`config.mk`:
```
export PLATFORM = sky130hd
export DESIGN_NAME = gate_tt_sweeper
export DESIGN_NICKNAME = d
export VERILOG_FILES = /design/src/rtl/gate_tt_pkg.sv /design/src/rtl/gate_tt_sweeper.sv
export SDC_FILE = /design/constraint.sdc
export NUM_CORES = 1
export LEC_CHECK = 0
export CORE_AREA = 5 5 42 44
export DETAILED_ROUTE_END_ITERATION = 10
export DIE_AREA = 0 0 47 49
export PLACE_DENSITY = 0.71
export SYNTH_ARGS = -nofsm -noshare
export SYNTH_HDL_FRONTEND = slang
export SYNTH_SLANG_ARGS = --single-unit
```
`constraint.sdc`:
```
create_clock -name clk -period 2.21 [get_ports clk]
set_clock_uncertainty 0.1 [all_clocks]
set_input_delay 0.442 -clock clk [delete_from_list [all_inputs] [get_ports clk]]
set_output_delay 0.442 -clock clk [all_outputs]
set_load 0.005 [all_outputs]
```
`src/rtl/gate_tt_pkg.sv`:
```
// rtl/gate_tt_pkg.sv - shared state encoding and standard 2-input truth tables for gate_tt_sweeper
package gate_tt_pkg;

  typedef enum logic [1:0] {
    ST_IDLE,
    ST_SETTLE,
    ST_SAMPLE,
    ST_DONE
  } state_t;

  // bit i = expected gate output for input vector i
  localparam logic [3:0] TT_NAND = 4'b0111;
  localparam logic [3:0] TT_AND  = 4'b1000;
  localparam logic [3:0] TT_NOR  = 4'b0001;
  localparam logic [3:0] TT_OR   = 4'b1110;
  localparam logic [3:0] TT_XOR  = 4'b0110;

endpackage

```
`src/rtl/gate_tt_sweeper.sv`:
```
// rtl/gate_tt_sweeper.sv - truth-table sweeper driving and checking a gate under test
// Optional macro GATE_TT_LOG_EN adds the resp_log capture of every sampled response.
module gate_tt_sweeper
  import gate_tt_pkg::*;
#(
  parameter int unsigned               N_IN   = 2,
  parameter logic [(1<<N_IN)-1:0]      EXP_TT = TT_NAND,
  parameter int unsigned               SETTLE = 1
) (
  input  logic                clk,
  input  logic                rst_n,
  input  logic                start,
  output logic [N_IN-1:0]     stim,
  input  logic                y_in,
  output logic                busy,
  output logic                done,
  output logic                pass,
  output logic [N_IN:0]       err_cnt,
`ifdef GATE_TT_LOG_EN
  output logic [(1<<N_IN)-1:0] resp_log,
`endif
  output logic                fail_valid,
  output logic [N_IN-1:0]     first_fail
);

  localparam int unsigned NV = 1 << N_IN;
  localparam int unsigned CW = N_IN + 1;
  localparam int unsigned SW = (SETTLE > 1) ? $clog2(SETTLE) : 1;
  localparam logic [N_IN-1:0] LAST_IDX   = N_IN'(NV - 1);
  localparam logic [SW-1:0]   SETTLE_LD  = SW'(SETTLE - 1);

  state_t          state, state_next;
  logic [N_IN-1:0] idx;
  logic [SW-1:0]   settle_cnt;
  logic            mismatch;
  logic [CW-1:0]   err_cnt_nxt;

  assign stim        = idx;
  assign busy        = (state != ST_IDLE);
  assign done        = (state == ST_DONE);
  assign mismatch    = (y_in != EXP_TT[idx]);
  assign err_cnt_nxt = err_cnt + CW'(mismatch);

  always_ff @(posedge clk) begin
    if (!rst_n) state <= ST_IDLE;
    else        state <= state_next;
  end

  always_comb begin
    state_next = state;
    case (state)
      ST_IDLE:   if (start) state_next = ST_SETTLE;
      ST_SETTLE: if (settle_cnt == '0) state_next = ST_SAMPLE;
      ST_SAMPLE: state_next = (idx == LAST_IDX) ? ST_DONE : ST_SETTLE;
      ST_DONE:   state_next = ST_IDLE;
      default:   state_next = ST_IDLE;
    endcase
  end

  // pass is resolved on the final sample so it is already valid while done is high
  always_ff @(posedge clk) begin
    if (!rst_n) begin
      idx        <= '0;
      settle_cnt <= '0;
      err_cnt    <= '0;
      fail_valid <= 1'b0;
      first_fail <= '0;
      pass       <= 1'b0;
`ifdef GATE_TT_LOG_EN
      resp_log   <= '0;
`endif
    end else begin
      case (state)
        ST_IDLE: begin
          if (start) begin
            idx        <= '0;
            settle_cnt <= SETTLE_LD;
            err_cnt    <= '0;
            fail_valid <= 1'b0;
            first_fail <= '0;
            pass       <= 1'b0;
`ifdef GATE_TT_LOG_EN
            resp_log   <= '0;
`endif
          end
        end
        ST_SETTLE: begin
          if (settle_cnt != '0) settle_cnt <= settle_cnt - 1'b1;
        end
        ST_SAMPLE: begin
          err_cnt <= err_cnt_nxt;
          if (mismatch && !fail_valid) begin
            fail_valid <= 1'b1;
            first_fail <= idx;
          end
`ifdef GATE_TT_LOG_EN
          resp_log[idx] <= y_in;
`endif
          if (idx == LAST_IDX) begin
            pass <= (err_cnt_nxt == '0);
          end else begin
            idx        <= idx + 1'b1;
            settle_cnt <= SETTLE_LD;
          end
        end
        default: ;
      endcase
    end
  end

endmodule

```
### Yosys cells after proc, flatten, opt, wreduce, memory -nomap -nowiden

Index checks and enable logic that the tools add are counted.

* bits in registers: 12
* bits of input ports: 4
* output and inout bits: 11

* add/subtract/negate cells: 3
* order comparisons: 1
* equality and inequality tests: 10
* multiplexer cells: 21
* reductions and logical operators: 13

Operators with widths (number)
* $mux 2: 6
* $reduce_and 3->1: 4
* $ne 2x2->1 const B: 5
* $pmux 2 s2: 2
* $pmux 2 s4: 1
* $eq 2x2->1 const B: 3
* $mux 1: 6
* $pmux 3 s2: 1
* $pmux 1 s2: 2
* $reduce_and 2->1: 2
* $reduce_bool 2->1: 2
* $add 3x1->3: 1
* $logic_not 3->1: 1
* $lt 2x3->1 const B: 1
* $mux 3: 1
* $pmux 1 s3: 1
* $reduce_bool 3->1: 1
* $add 2x1->2 const B: 1
* $bmux 1 s2: 1
* $eq 2x1->1 const B: 1
* $logic_not 2->1: 1
* $logic_and 1x1->1: 1
* $logic_not 1->1: 1
* $ne 1x1->1: 1
* $sub 1x1->1 const B: 1

### Depth between registers and ports, before layout

* depth in word-level cells: 7
* depth in mapped cells: 8
* gate-level depth less buffers: 7

### Worst setup path after synthesis

OpenSTA, ideal clock, no wires.

* path type: register to register
* from: register idx[0] (netlist: stim[0])
* to: register pass
* library setup time: 0.096 ns
* data arrival time: 1.735 ns
* data required time: 2.014 ns
* setup slack: 0.280 ns
* stages on the path, launching flop included: 9
* buffers on the path: 1
* cell sequence: dfxtp_1 -> ha_1 -> buf_2 -> xnor2_1 -> ha_1 -> ha_1 -> nor2_1 -> nand3_1 -> o41ai_2

* cells in the longest elaborated chain, start to end: 7
* elaborated cells between the ends (all ways): 10

RTL lines
* from (decl): line gate_tt_sweeper.sv:33 `logic [N_IN-1:0] idx;`
* from (signal assigned): line gate_tt_sweeper.sv:102 `idx <= idx + 1'b1;`
* $bmux 1 s2: line gate_tt_sweeper.sv:41 `assign mismatch = (y_in != EXP_TT[idx]);`
* $mux 1 (not written as such): line gate_tt_sweeper.sv:41
* $ne 1x1->1: line gate_tt_sweeper.sv:41
* $add 3x1->3: line gate_tt_sweeper.sv:42 `assign err_cnt_nxt = err_cnt + CW'(mismatch);`
* $logic_not 3->1: line gate_tt_sweeper.sv:100 `pass <= (err_cnt_nxt == '0);`
* $mux 1: line gate_tt_sweeper.sv:99 `if (idx == LAST_IDX) begin`
* $pmux 1 s2: line gate_tt_sweeper.sv:73 `case (state)`
* to (signal assigned): line gate_tt_sweeper.sv:100
* to (decl): line gate_tt_sweeper.sv:17 `output logic pass,`

Several ways; a longest one is shown, not always the timed one. The select of a mux whose other input is x is not followed.
A chain may end at the register's enable or synchronous reset.

### Worst setup path in the final report

* from: register state[1]
* to: output busy

* cells in the longest elaborated chain, start to end: 1

RTL lines
* from (decl): line gate_tt_sweeper.sv:32 `state_t state, state_next;`
* from (signal assigned): line gate_tt_sweeper.sv:46 `else state <= state_next;`
* $reduce_bool 2->1: line gate_tt_sweeper.sv:39 `assign busy = (state != ST_IDLE);`
* to (decl): line gate_tt_sweeper.sv:15 `output logic busy,`

No other way between the ends.

==> results.py <==
metrics = {
    "outcome": {
        "status": "finished clean",
    },
    "logic_synthesis": {
        "synth-seq-cells": 11,
        "yosys_warnings": 0,
        "syn_area_um2": 558,
        "synth_top_family_by_area": "simple AND/OR/NAND/NOR gates",
        "syn_nets": 67,
        "synthMuxAreaShare_pct": 7.40,
        "synth-simple-area-share_pct": 24.9,
        "synthCells": 60,
        "synthXorXnorAreaFrac_pct": 1.57,
        "synth.distinct_cells": 26,
        "synth_compound_area_share_pct": 14.6,
        "synthAdderAreaFrac_pct": 6.73,
        "synth.avg_cell_area_um2": 9.30,
        "yosysSeqAreaShare_pct": 39.5,
    },
    "timing": {
        "finalCritPeriodShare_pct": 92.1,
        "layout_min_cycle_time_ns": 2.04,
        "rsz0062_at_grt": "no",
        "hold_viol_final": 0,
        "timing.setup.tns_ns": 0,
        "whs_ns": 0.378,
        "setup_viol": 0,
        "slew_violations": 0,
        "tightestPinTransition_ns": 0.474,
        "max_freq_ghz": 0.491,
        "max_slew_margin_pct": 68.3,
    },
    "setup_path": {
        "cp_slowest_cell": "dfxtp_1",
        "worstSetupPathType": "flip-flop to output port",
        "critPathMaxFanout": 13,
        "cp.required_ns": 1.67,
        "critPathArrivalTime_ns": 1.49,
        "max_stage_delay_ns": 0.55,
        "startpoint_type": "flip-flop",
        "cp_cell_sequence": "or2_2 > clkdlybuf4s50_1",
        "worst-path-buf-inv": 1,
        "end_kind": "output port",
        "cp_top_family": "flip-flops",
    },
    "layout": {
        "fill_cells": 143,
        "antenna-diode-count": 0,
        "syn_to_final_growth_pct": 30.0,
        "layout-drive-gt1-share_pct": 12.0,
        "layout_common_cells": "clkdlybuf4s50_1 (14), dfxtp_1 (11), nor2_1 (7), nand2_1 (5), nand3_1 (5)",
        "final_common_cell": "clkdlybuf4s50_1",
        "layout.nets": 83,
    },
    "cts": {
        "clk_path_buf_depth": 2,
        "cts-buffers-inserted": 3,
        "cts_hold_buf": 0,
        "numClockSinks": 11,
        "cts-root-buf": "clkbuf_4",
        "clock_latency_ns": 0.26,
        "cts_max_level": 1,
        "cts_tree": "yes",
        "clk_pin_slew_ns": 0.07,
        "ctsResizeCount": 0,
        "cts_setup_buffers": 0,
    },
    "route": {
        "wl_mm": 1.15,
        "routed_via_density": 5.30,
        "drt_iter0_drc": 12,
        "ant_nets": 0,
        "route.detailed.drc": 0,
        "vias": 482,
        "wl_per_cell_um": 12.7,
        "first_pass_iters": 4,
    },
    "floorplan": {
        "die_y_um": 49,
        "die_area_um2": 2300,
        "initial_utilization_pct": 39.8,
        "die_x_um": 47,
        "io_pins": 15,
        "core_um2": 1400,
        "std_cell_rows": 14,
    },
    "place": {
        "dp_hpwl_um": 858,
        "gp_congestion": 0.724,
        "portBuffers": 14,
    },
    "global_route": {
        "met3_usage_pct": 2.21,
        "grt_use_total_pct": 12.1,
        "antenna_found_initial": 0,
        "grt_max_degree": 14,
        "grt_util_met2_pct": 17.4,
        "grt_pass1_wl_mm": 2.10,
        "use_met1_pct": 17.6,
        "grt-ovfl-total": 0,
        "top_usage_layer": "met1",
        "grt_pass1_vias": 482,
    },
    "min_path": {
        "min_path_type": "flip-flop to flip-flop",
    },
    "pwr": {
        "p_leak_nw": 0.280,
        "ir_drop_uv": 276,
        "p_per_area_nw_per_um2": 533,
    },
    "run": {
        "cap_violations": 0,
    },
}
==> area by class of cell <==
cell class | count | area (µm²) | share of cell area [%]
Timing Repair Buffer | 15 | 148 | 20.3
Tap cell | 16 | 20.0 | 2.76
Inverter | 1 | 3.75 | 0.517
Sequential cell | 11 | 220 | 30.3
Multi-Input combinational cell | 44 | 308 | 42.4
Clock buffer | 4 | 26.3 | 3.62
==> path summary, 6_finish.rpt <==
path	from	to	slack [ns]	cells past startpoint
setup / recovery	state[1]	busy	0.17	2
hold / removal	first_fail[1]	first_fail[1]	0.38	2
setup reg to reg	stim[0]	pass	0.24	7
hold reg to reg	first_fail[1]	first_fail[1]	0.38	2
==> state kept, by name, indices dropped and copies added, names as in the netlist <==
| register | flops |
|---|---|
| fail_valid | 1 |
| state | 2 |
| err_cnt | 3 |
| first_fail | 2 |
| pass | 1 |
| stim | 2 |
==> metal layers <==
metal / share of wire, % / vias up
met5: 0 / -
met4: 0.78 / 0
met3: 4.6 / 2
met2: 47 / 11
met1: 47 / 223
li1: - / 246
==> kinds of logic after synthesis <==
group | after synthesis
AO/OA/AOI/OAI | 10
XOR/XNOR | 1
adder cells (fa/ha/maj) | 3
buffers and inverters | 5
flip-flops | 11
multiplexers | 4
AND/OR/NAND/NOR | 26
==> where the power goes <==
group / leakage (nW) / internal, mW / switching [mW]
clock network: 0.0150 / 0.0697 / 0.0643
registers: 0.0891 / 0.202 / 0.00739
logic: 0.176 / 0.0245 / 0.0189
==> Yosys cell counts, drive strengths merged <==
master | number | area share (%)
mux2 | 1 | 2.0
a21oi | 1 | 0.90
or2 | 1 | 1.1
ha | 3 | 6.7
a222oi | 1 | 1.8
and3b | 1 | 1.6
nor4b | 1 | 1.6
buf | 4 | 4.7
xnor2 | 1 | 1.6
o21a | 1 | 1.3
o211ai | 1 | 1.3
nand3 | 5 | 4.5
dfxtp | 11 | 39
and2 | 2 | 2.2
or3b | 1 | 2.0
nand2 | 5 | 3.4
inv | 1 | 0.67
nor2b | 2 | 2.2
a22oi | 2 | 2.7
and2b | 1 | 1.6
o21bai | 1 | 1.3
a31oi | 2 | 2.2
o41ai | 1 | 2.9
mux2i | 3 | 5.4
nor2 | 7 | 4.7
==> through the flow <==
step           setup WS [ns]  instances  power (mW)  utilization, %  cell area [µm²]
6_report               0.174         91       0.387            51.8              726
5_1_grt               0.0812         91       0.407            51.8              726
4_1_cts                0.176         91       0.392            51.8              726
3_5_place_dp         0.00937         87       0.258            49.9              699
3_3_place_gp          0.0428         87       0.257            49.9              699
2_1_floorplan          0.280         60       0.241               -              558
==> worst min-delay path, stage by stage (launching register included) <==
cell and delay, ns:
dfxtp_1 0.31, nand3_1 0.06, mux2i_1 0.06
Power figures use the tool's default switching activity.
